### src/rtl/oled_page_writer_pkg.sv
// oled_page_writer_pkg: shared sizes, state encodings and panel command bytes for the page writer
package oled_page_writer_pkg;
  localparam int PAGES = 4;
  localparam int CHARS = 16;
  localparam logic [7:0] BLANK = 8'h20;
  localparam logic [7:0] SET_PAGE = 8'h22;
  localparam logic [7:0] COL_LO = 8'h00;
  localparam logic [7:0] COL_HI = 8'h10;
  localparam logic [2:0] ST_IDLE = 3'd0;
  localparam logic [2:0] ST_CMD = 3'd1;
  localparam logic [2:0] ST_DATA = 3'd2;
  localparam logic [2:0] ST_START = 3'd3;
  localparam logic [2:0] ST_WAIT = 3'd4;
  localparam logic [2:0] ST_REL = 3'd5;
  localparam logic [2:0] ST_DONE = 3'd6;
  localparam logic [1:0] SPI_IDLE = 2'd0;
  localparam logic [1:0] SPI_SEND = 2'd1;
  localparam logic [1:0] SPI_FIN = 2'd2;
  function automatic logic [7:0] cmd_byte(input logic [1:0] idx, input logic [1:0] page);
    return idx == 2'd0 ? SET_PAGE : idx == 2'd1 ? {6'd0, page} : idx == 2'd2 ? COL_LO : COL_HI;
  endfunction
endpackage

### src/rtl/oled_page_writer_if.sv
// oled_page_writer_if: control, text-buffer write, font ROM and panel pins of the page writer
interface oled_page_writer_if;
  logic en, upd, clr, wr_en;
  logic [5:0] wr_addr;
  logic [7:0] wr_data, font_char, font_data;
  logic [2:0] font_col;
  logic cs, sdo, sclk, dc, busy, done;
  modport master(output en, upd, clr, wr_en, wr_addr, wr_data, font_data,
                 input font_char, font_col, cs, sdo, sclk, dc, busy, done);
  modport slave(input en, upd, clr, wr_en, wr_addr, wr_data, font_data,
                output font_char, font_col, cs, sdo, sclk, dc, busy, done);
endinterface

### src/rtl/oled_page_writer_spi_ctrl.sv
// spi_ctrl: sends one byte MSB first (sclk idles high, sdo changes on falling edge), fin held until spi_en drops
module spi_ctrl
  import oled_page_writer_pkg::*;
(
  input  logic       clk,
  input  logic       rst,
  input  logic       spi_en,
  input  logic [7:0] spi_data,
  output logic       spi_fin,
  output logic       cs,
  output logic       sdo,
  output logic       sclk
);
  logic [1:0] st_q, st_d;
  logic [7:0] sr_q, sr_d;
  logic [2:0] bits_q, bits_d;
  logic cs_q, cs_d, sdo_q, sdo_d, sclk_q, sclk_d;
  assign spi_fin = st_q == SPI_FIN;
  assign cs = cs_q;
  assign sdo = sdo_q;
  assign sclk = sclk_q;
  always_comb begin
    st_d = st_q;
    sr_d = sr_q;
    bits_d = bits_q;
    cs_d = cs_q;
    sdo_d = sdo_q;
    sclk_d = sclk_q;
    if (st_q == SPI_IDLE && spi_en) begin
      st_d = SPI_SEND;
      sr_d = spi_data;
      bits_d = 3'd0;
      cs_d = 1'b0;
      sdo_d = spi_data[7];
    end else if (st_q == SPI_SEND && sclk_q) begin
      sclk_d = 1'b0;
      if (bits_q != 3'd0) begin
        sr_d = {sr_q[6:0], 1'b0};
        sdo_d = sr_q[6];
      end
    end else if (st_q == SPI_SEND) begin
      sclk_d = 1'b1;
      bits_d = bits_q + 3'd1;
      st_d = bits_q == 3'd7 ? SPI_FIN : SPI_SEND;
    end else if (st_q == SPI_FIN) begin
      cs_d = 1'b1;
      st_d = spi_en ? SPI_FIN : SPI_IDLE;
    end
  end
  always_ff @(posedge clk or posedge rst) begin
    if (rst) begin
      st_q <= SPI_IDLE;
      sr_q <= 8'h00;
      bits_q <= 3'd0;
      cs_q <= 1'b1;
      sdo_q <= 1'b0;
      sclk_q <= 1'b1;
    end else begin
      st_q <= st_d;
      sr_q <= sr_d;
      bits_q <= bits_d;
      cs_q <= cs_d;
      sdo_q <= sdo_d;
      sclk_q <= sclk_d;
    end
  end
endmodule

### src/rtl/oled_page_writer.sv
// oled_page_writer: holds a 4x16 text buffer and streams it as a 4-page frame of commands and glyph columns over SPI
module oled_page_writer
  import oled_page_writer_pkg::*;
(
  input logic clk,
  input logic rst,
  oled_page_writer_if.slave bus
);
  logic [2:0] st_q, st_d;
  logic [1:0] page_q, page_d;
  logic [6:0] cnt_q, cnt_d;
  logic clrm_q, clrm_d, dc_q, dc_d, busy_q, busy_d, done_q, done_d;
  logic [7:0] spi_data_q, spi_data_d;
  logic [7:0] txt_q [PAGES*CHARS];
  logic [7:0] txt_d [PAGES*CHARS];
  logic spi_en, spi_fin;
  // CMD and DATA are the load step of the byte handshake; the glyph is fetched there
  assign bus.font_char = st_q == ST_DATA ? txt_q[{page_q, cnt_q[6:3]}] : 8'h00;
  assign bus.font_col = st_q == ST_DATA ? cnt_q[2:0] : 3'd0;
  assign spi_en = st_q == ST_START || st_q == ST_WAIT;
  assign bus.dc = dc_q;
  assign bus.busy = busy_q;
  assign bus.done = done_q;
  always_comb begin
    txt_d = txt_q;
    if (bus.wr_en) txt_d[bus.wr_addr] = bus.wr_data;
    st_d = st_q;
    page_d = page_q;
    cnt_d = cnt_q;
    clrm_d = clrm_q;
    dc_d = dc_q;
    busy_d = busy_q;
    done_d = done_q;
    spi_data_d = spi_data_q;
    case (st_q)
      ST_IDLE: begin
        dc_d = 1'b0;
        if (bus.en && (bus.upd || bus.clr)) begin
          st_d = ST_CMD;
          clrm_d = bus.clr;
          busy_d = 1'b1;
          done_d = 1'b0;
          page_d = 2'd0;
          cnt_d = 7'd0;
        end
      end
      ST_CMD: begin
        spi_data_d = cmd_byte(cnt_q[1:0], page_q);
        dc_d = 1'b0;
        st_d = ST_START;
      end
      ST_DATA: begin
        spi_data_d = clrm_q ? 8'h00 : bus.font_data;
        dc_d = 1'b1;
        st_d = ST_START;
      end
      ST_START: st_d = ST_WAIT;
      ST_WAIT: st_d = spi_fin ? ST_REL : ST_WAIT;
      ST_REL: begin
        if (!bus.en) begin
          st_d = ST_IDLE;
          busy_d = 1'b0;
          done_d = 1'b0;
          page_d = 2'd0;
          cnt_d = 7'd0;
        end else if (!dc_q) begin
          cnt_d = cnt_q == 7'd3 ? 7'd0 : cnt_q + 7'd1;
          st_d = cnt_q == 7'd3 ? ST_DATA : ST_CMD;
        end else begin
          cnt_d = cnt_q + 7'd1;
          page_d = cnt_q == 7'd127 ? page_q + 2'd1 : page_q;
          st_d = cnt_q != 7'd127 ? ST_DATA : page_q == 2'd3 ? ST_DONE : ST_CMD;
          busy_d = !(cnt_q == 7'd127 && page_q == 2'd3);
          done_d = cnt_q == 7'd127 && page_q == 2'd3;
        end
      end
      ST_DONE: st_d = ST_IDLE;
      default: st_d = ST_IDLE;
    endcase
  end
  always_ff @(posedge clk or posedge rst) begin
    if (rst) begin
      st_q <= ST_IDLE;
      page_q <= 2'd0;
      cnt_q <= 7'd0;
      clrm_q <= 1'b0;
      dc_q <= 1'b0;
      busy_q <= 1'b0;
      done_q <= 1'b0;
      spi_data_q <= 8'h00;
      txt_q <= '{default: BLANK};
    end else begin
      st_q <= st_d;
      page_q <= page_d;
      cnt_q <= cnt_d;
      clrm_q <= clrm_d;
      dc_q <= dc_d;
      busy_q <= busy_d;
      done_q <= done_d;
      spi_data_q <= spi_data_d;
      txt_q <= txt_d;
    end
  end
  spi_ctrl u_spi (
    .clk(clk),
    .rst(rst),
    .spi_en(spi_en),
    .spi_data(spi_data_q),
    .spi_fin(spi_fin),
    .cs(bus.cs),
    .sdo(bus.sdo),
    .sclk(bus.sclk)
  );
endmodule

### src/flat_wrapper.sv
// flat-port wrapper written by rule: the top's interface ports become plain ports
module oled_page_writer_flat import oled_page_writer_pkg::*;
  (clk, rst, bus_en, bus_upd, bus_clr, bus_wr_en, bus_wr_addr, bus_wr_data, bus_font_data, bus_font_char, bus_font_col, bus_cs, bus_sdo, bus_sclk, bus_dc, bus_busy, bus_done);
  oled_page_writer_if bus_i ();
  input logic clk;
  input logic rst;
  input wire logic [$bits(bus_i.en)-1:0] bus_en;
  input wire logic [$bits(bus_i.upd)-1:0] bus_upd;
  input wire logic [$bits(bus_i.clr)-1:0] bus_clr;
  input wire logic [$bits(bus_i.wr_en)-1:0] bus_wr_en;
  input wire logic [$bits(bus_i.wr_addr)-1:0] bus_wr_addr;
  input wire logic [$bits(bus_i.wr_data)-1:0] bus_wr_data;
  input wire logic [$bits(bus_i.font_data)-1:0] bus_font_data;
  output wire logic [$bits(bus_i.font_char)-1:0] bus_font_char;
  output wire logic [$bits(bus_i.font_col)-1:0] bus_font_col;
  output wire logic [$bits(bus_i.cs)-1:0] bus_cs;
  output wire logic [$bits(bus_i.sdo)-1:0] bus_sdo;
  output wire logic [$bits(bus_i.sclk)-1:0] bus_sclk;
  output wire logic [$bits(bus_i.dc)-1:0] bus_dc;
  output wire logic [$bits(bus_i.busy)-1:0] bus_busy;
  output wire logic [$bits(bus_i.done)-1:0] bus_done;
  assign bus_i.en = bus_en;
  assign bus_i.upd = bus_upd;
  assign bus_i.clr = bus_clr;
  assign bus_i.wr_en = bus_wr_en;
  assign bus_i.wr_addr = bus_wr_addr;
  assign bus_i.wr_data = bus_wr_data;
  assign bus_i.font_data = bus_font_data;
  assign bus_font_char = bus_i.font_char;
  assign bus_font_col = bus_i.font_col;
  assign bus_cs = bus_i.cs;
  assign bus_sdo = bus_i.sdo;
  assign bus_sclk = bus_i.sclk;
  assign bus_dc = bus_i.dc;
  assign bus_busy = bus_i.busy;
  assign bus_done = bus_i.done;
  oled_page_writer u_core (.clk(clk), .rst(rst), .bus(bus_i));
endmodule
### config.mk
export PLATFORM = sky130hd
export DESIGN_NAME = oled_page_writer_flat
export DESIGN_NICKNAME = d
export VERILOG_FILES = /design/src/rtl/oled_page_writer_pkg.sv /design/src/rtl/oled_page_writer_if.sv /design/src/rtl/oled_page_writer_spi_ctrl.sv /design/src/rtl/oled_page_writer.sv /design/src/flat_wrapper.sv
export SDC_FILE = /design/constraint.sdc
export NUM_CORES = 1
export LEC_CHECK = 0
export BUFFER_PORTS_ARGS = -buffer_cell sky130_fd_sc_hd__buf_2
export CAP_MARGIN = 20
export CORE_ASPECT_RATIO = 0.75
export CORE_MARGIN = 2
export CORE_UTILIZATION = 65
export CTS_CLUSTER_SIZE = 24
export DETAILED_ROUTE_END_ITERATION = 8
export PLACE_DENSITY = 0.82
export SKIP_CTS_REPAIR_TIMING = 1
export SLEW_MARGIN = 20
export SYNTH_ARGS = -nofsm -noshare
export SYNTH_HDL_FRONTEND = slang
export SYNTH_SLANG_ARGS = --single-unit
### constraint.sdc
create_clock -name clk -period 23.4 [get_ports clk]
set_input_delay 0 -clock clk [delete_from_list [all_inputs] [get_ports clk]]
set_output_delay 0 -clock clk [all_outputs]
set_load 0.005 [all_outputs]
# ---- Word level (Yosys, flattened, before mapping)
# Cells that the tools add are included.
dict set report classes {
  order_cmp 3
  eq_ne 19
  n_mux 61
  add_sub_neg 3
  n_bitwise 3
  reduce_logical 32
}
# operator n
set ops {}
lappend ops {{$bwmux W512} 1}
lappend ops {{$mux W8} 7}
lappend ops {{$mux W7} 7}
lappend ops {{$bmux W8 S6} 1}
lappend ops {{$demux W8 S6} 1}
lappend ops {{$mux W3} 9}
lappend ops {{$mux W2} 11}
lappend ops {{$mux W1} 16}
lappend ops {{$pmux W8 S2} 1}
lappend ops {{$reduce_bool A2 Y1} 8}
lappend ops {{$pmux W3 S5} 1}
lappend ops {{$ge A7 B7 Y1 const B} 2}
lappend ops {{$not A6 Y7} 2}
lappend ops {{$pmux W7 S2} 1}
lappend ops {{$reduce_and A2 Y1} 6}
lappend ops {{$eq A3 B3 Y1 const B} 3}
lappend ops {{$add A7 B1 Y7 const B} 1}
lappend ops {{$eq A7 B2 Y1 const B} 1}
lappend ops {{$eq A7 B7 Y1 const B} 1}
lappend ops {{$lt A7 B1 Y1 const B} 1}
lappend ops {{$ne A7 B7 Y1 const B} 1}
lappend ops {{$eq A2 B2 Y1 const B} 3}
lappend ops {{$eq A3 B2 Y1 const B} 2}
lappend ops {{$ne A3 B2 Y1 const B} 2}
lappend ops {{19 further kinds} 32}
dict set report word_totals {
  regBits 551
  word_cells 199
  inputBits 28
}

# ---- Logic depth before layout (Yosys ltp)
dict set report logic_depth {
  depth_word 7
  depth_mapped 9
  ltp_nobuf 7
}

# ---- By module
# Synthesis repeated with hierarchy kept, for this count alone.
dict set report unflattened {
  cells_unflattened 1766
  area_unflattened_um2 25808.5
}
# mod cells_per_inst instances seq_area_each_um2 area_each_um2
set modules_own_cells {}
lappend modules_own_cells {oled_page_writer 1692 1 13492.9 24957.7}
lappend modules_own_cells {spi_ctrl 74 1 377.9 850.8}

# ---- Worst setup path before layout
# No wires, ideal clock.
dict set report synth_path {
  path_type {register to register}
  start {register u_core.cnt_q[3]}
  end {register u_core.cnt_q[5]}
  arrival_ns 1.712
  required_ns 23.274
  setup_time_ns 0.126
  stages_incl_launch_ff 8
  setup_slack_ns 21.562
  path_buffers 2
  cell_sequence {dfrtp_1 buf_6 buf_12 or4_4 o31ai_4 a31oi_1 o21ai_0 o21ai_1}
}
dict set report synth_between {
  elab_chain_cells 5
  elab_cells_between_ends 6
}
# element line_no
set synth_rtl {}
lappend synth_rtl {{start, declared} oled_page_writer.sv:11} ;# logic [6:0] cnt_q, cnt_d;
lappend synth_rtl {{start signal, assigned} oled_page_writer.sv:95} ;# cnt_q <= cnt_d;
lappend synth_rtl {{$add A7 B1 Y7 or $eq A7 B2 Y1 (tied branches)} {oled_page_writer.sv:67, oled_page_writer.sv:70}}
lappend synth_rtl {{$mux W7} oled_page_writer.sv:67} ;# cnt_d = cnt_q == 7'd3 ? 7'd0 : cnt_q + 7'd1;
lappend synth_rtl {{$mux W7 (*)} oled_page_writer.sv:66} ;# end else if (!dc_q) begin
lappend synth_rtl {{$mux W7 (*)} oled_page_writer.sv:60} ;# if (!bus.en) begin
lappend synth_rtl {{$pmux W7 S2 (*)} oled_page_writer.sv:35} ;# case (st_q)
# Mark *: on every way between the ends. The rest lies on a longest branch, timed or not.
# A chain may end at the register's enable or synchronous reset.

# ---- Final worst setup path
dict set report layout_path {
  start {register u_core.cnt_q[4]}
  end {output bus_font_char[6]}
}
dict set report layout_between {
  elab_chain_cells 5
}
# element line_no
set layout_rtl {}
lappend layout_rtl {{$not A6 Y7 (not written as such)} oled_page_writer.sv:18} ;# assign bus.font_char = st_q == ST_DATA ? txt_q[{page_q, cnt_q[6:3]}] : 8'h00;
lappend layout_rtl {{$bmux W8 S6} oled_page_writer.sv:18}
lappend layout_rtl {{$mux W8 (not written as such) (2 in a row)} oled_page_writer.sv:18}
lappend layout_rtl {{$mux W8} oled_page_writer.sv:18}
lappend layout_rtl {{end, declared} flat_wrapper.sv:14} ;# output wire logic [$bits(bus_i.font_char)-1:0] bus_font_char;
# No other way between the ends. The select of a mux whose other input is x is not followed.

==> results.toml <==
[cts]
numClockSinks = 551
clk-insertion-delay-late_ps = 580
clk_pin_slew_ps = 70
cts-root-buf = "clkbuf_16"
clk_path_buf_depth = 3
h-tree-depth = 2
cts_tree = "built"
cts_buffers = 52

[routing]
wirelength_um = 63300
ant_nets = 0
drt-vias-per-instance = 6.85
num_vias = 15700
drc = 0
detail_route.iter0.violations = 1430
drt_pass1_iterations = 6
wl_per_cell_um = 27.6

[worst_setup_path]
worst_path_largest_cell_delay_ps = 870
worstSetupStartpointType = "flip-flop"
path_cells = "buf_4, buf_4, mux4_2, o22ai_1, or3_1, a221oi_1, a31o_1, buf_2"
r2r_cells = 6
r2r_slack_ps = 20590
cp.arrival_ps = 4540
worstPathMaxFanout = 50
cpMaxStageDelayCell = "dfrtp_4"
timing.rr.end = "u_core.page_q[0]"
r2r_start = "u_core.cnt_q[3]"
worst_setup_path_end_kind = "output port"
cp_common_cell = "buf_4"
critPathKind = "reg2out"
worstPathRequired_ps = 23400

[sta]
setup_viol = 0
slew_viol_final = 0
post-route-min-period_ps = 4540
period_share_pct = 19.4
slew_headroom_pct = 31.1
clock-skew-final_ps = 5.37
max_slew.worst_pin.slew_ps = 1030
hold_viol = 0
tns_ps = 0
rsz0062_at_grt = "false"
max_freq_ghz = 0.220

[floorplanning]
io_pins = 45
dieArea_um2 = 41500
die_h_um = 177
start_util_pct = 65.8
die_w_um = 235
core-area_um2 = 39400
row_count = 63

[grt]
grt_util_met2_pct = 46.0
grt_util_all_layers_pct = 31.5
top_usage_layer = "met1"
grt_pass1_vias = 16000
grt_util_met3_pct = 6.28
gr-total-overflow = 0
antenna_found_initial = 3
grt_max_degree = 174
grt_pass1_wl_um = 98500
met1_usage_pct = 48.4

[cells_and_area]
num-fill-cells = 2492
register_area_um2 = 13900
drive_gt1_share_pct = 49.1
fin_cells = 2296
fin_nets = 1764
synthToLayoutAreaGrowth_pct = 8.53
multi_input_area_um2 = 11300

[synth]
synthArstFlopShare_pct = 100
ys_seq_area_share_pct = 53.5
synth_cells = 1725
ys_warn_count = 0
syn_nets = 1760
syn_area_um2 = 25900
synth_edf_count = 0
syn_avg_cell_area_um2 = 15.0
synth_cell_type_count = 75
ys_seq_elements = 551
synth_ff_type = "dfrtp_1"

[placement]
place.gp.congestion = 0.907
io_buffers = 44
dp_hpwl_um = 39800
placed_cells = 2182

[power_and_ir_drop]
power_switching_mw = 0.618
internal_power_mw = 1.78
ir_drop_mv = 0.0651
sequentialPowerShare_pct = 50.0
pwr-share-clk_pct = 35.8
comb_power_share_pct = 14.2
cellPowerDensity_nw_per_um2 = 85.1
leakage_nw = 12.6
p_sw_share_pct = 25.8

[status]
status = "complete, no violations"

[flow_run]
cap_violations = 0

[worst_hold_path]
hold_class = "in2async"
==> synth_stat cells, drive strengths merged (15+ instances only) <==
cell	instances	share of area, %
mux2	515	22
dfrtp	485	47
mux4	128	12
nand2	76	1.2
clkbuf	71	1.1
dfstp	66	6.7
nor2	63	1.4
buf	52	1.5
o21ai	33	0.64
o22ai	28	0.68
mux2i	23	0.89
nand2b	17	0.41
nand3	16	0.35
a22o	15	0.51
nor3	15	0.40
==> power by group through the flow <==
stage	combinational (mW)	sequential (mW)	clock [mW]
final	0.341	1.20	0.857
after CTS	0.337	1.19	0.862
after floorplan	0.269	1.17	0
after global routing	0.370	1.21	0.907
after global placement	0.317	1.20	0
after detailed placement	0.334	1.21	0
==> state kept, by name, indices dropped and copies added (netlist names) <==
| name | cells |
|---|---|
| u_core.bus.busy | 1 |
| u_core.bus.dc | 1 |
| u_core.bus.done | 1 |
| u_core.clrm_q | 1 |
| u_core.cnt_q | 7 |
| u_core.page_q | 2 |
| u_core.spi_data_q | 8 |
| u_core.st_q | 3 |
| u_core.txt_q | 512 |
| u_core.u_spi.bits_q | 3 |
| u_core.u_spi.cs | 1 |
| u_core.u_spi.sclk | 1 |
| u_core.u_spi.sdo | 1 |
| u_core.u_spi.sr_q | 7 |
| u_core.u_spi.st_q | 2 |
==> cells in the final DEF (no fill, tap or decap), drive strengths merged, types with 17 or more instances in the layout <==
master / synthesis / routed
mux2: 515 / 515
dfrtp: 485 / 485
mux4: 128 / 128
clkbuf: 71 / 83
nand2: 76 / 76
dfstp: 66 / 66
nor2: 63 / 63
buf: 52 / 60
o21ai: 33 / 33
o22ai: 28 / 28
mux2i: 23 / 23
nand2b: 17 / 17
==> worst max-delay path, delay by kind of cell (launching register included) <==
| family | cells | cell delay [ps] |
|---|---|---|
| mux | 1 | 390 |
| flops | 1 | 870 |
| compound gates | 3 | 750 |
| simple gates | 1 | 310 |
| buf+inv | 3 | 1540 |
==> kinds of logic after synthesis <==
| family | share of synthesized area, % |
|---|---|
| simple gates | 5.12 |
| fa+ha+maj | 0.338 |
| flops | 53.5 |
| compound gates | 3.31 |
| xor+xnor | 0.101 |
| mux | 34.8 |
| buf+inv | 2.78 |
==> per-layer routing <==
metal	vias up	wire, um
met4	0	1820
met5	-	0
li1	6465	-
met3	139	4420
met2	630	28600
met1	8501	28400
==> metrics by stage <==
step | hold slack [ps] | power (mW) | utilization [%] | worst slack [ps] | area [um2]
final | 101 | 2.39 | 71.4 | 18860 | 28100
after global routing | 126 | 2.49 | 71.4 | 18740 | 28100
after CTS | -462 | 2.39 | 71.0 | 18850 | 28000
after detailed placement | 155 | 1.54 | 66.7 | 19490 | 26300
after global placement | 144 | 1.51 | 66.7 | 19500 | 26300
after floorplan | 133 | 1.44 | - | 8100 | 25900
==> area by class of cell <==
type,count,area share (%)
flip-flops and latches,551,49.3
multi-input cells,1039,40.3
clock buffers,83,5.40
well taps,520,2.31
repair buffers,73,1.77
clock inverters,15,0.685
inverters,12,0.187
diodes,3,0.0267
==> worst max path at each step <==
| stage | slack, ps | start | cells past startpoint | endpoint |
|---|---|---|---|---|
| after floorplan | 8100 | rst | 1 | u_core.bus.busy |
| after global placement | 19500 | u_core.cnt_q[4] | 8 | bus_font_char[6] |
| after detailed placement | 19490 | u_core.cnt_q[4] | 8 | bus_font_char[6] |
| after CTS | 18850 | u_core.cnt_q[4] | 8 | bus_font_char[6] |
| after global routing | 18740 | u_core.cnt_q[4] | 8 | bus_font_char[6] |
| final | 18860 | u_core.cnt_q[4] | 8 | bus_font_char[6] |
No activity file was read; power rests on OpenSTA's default activity.
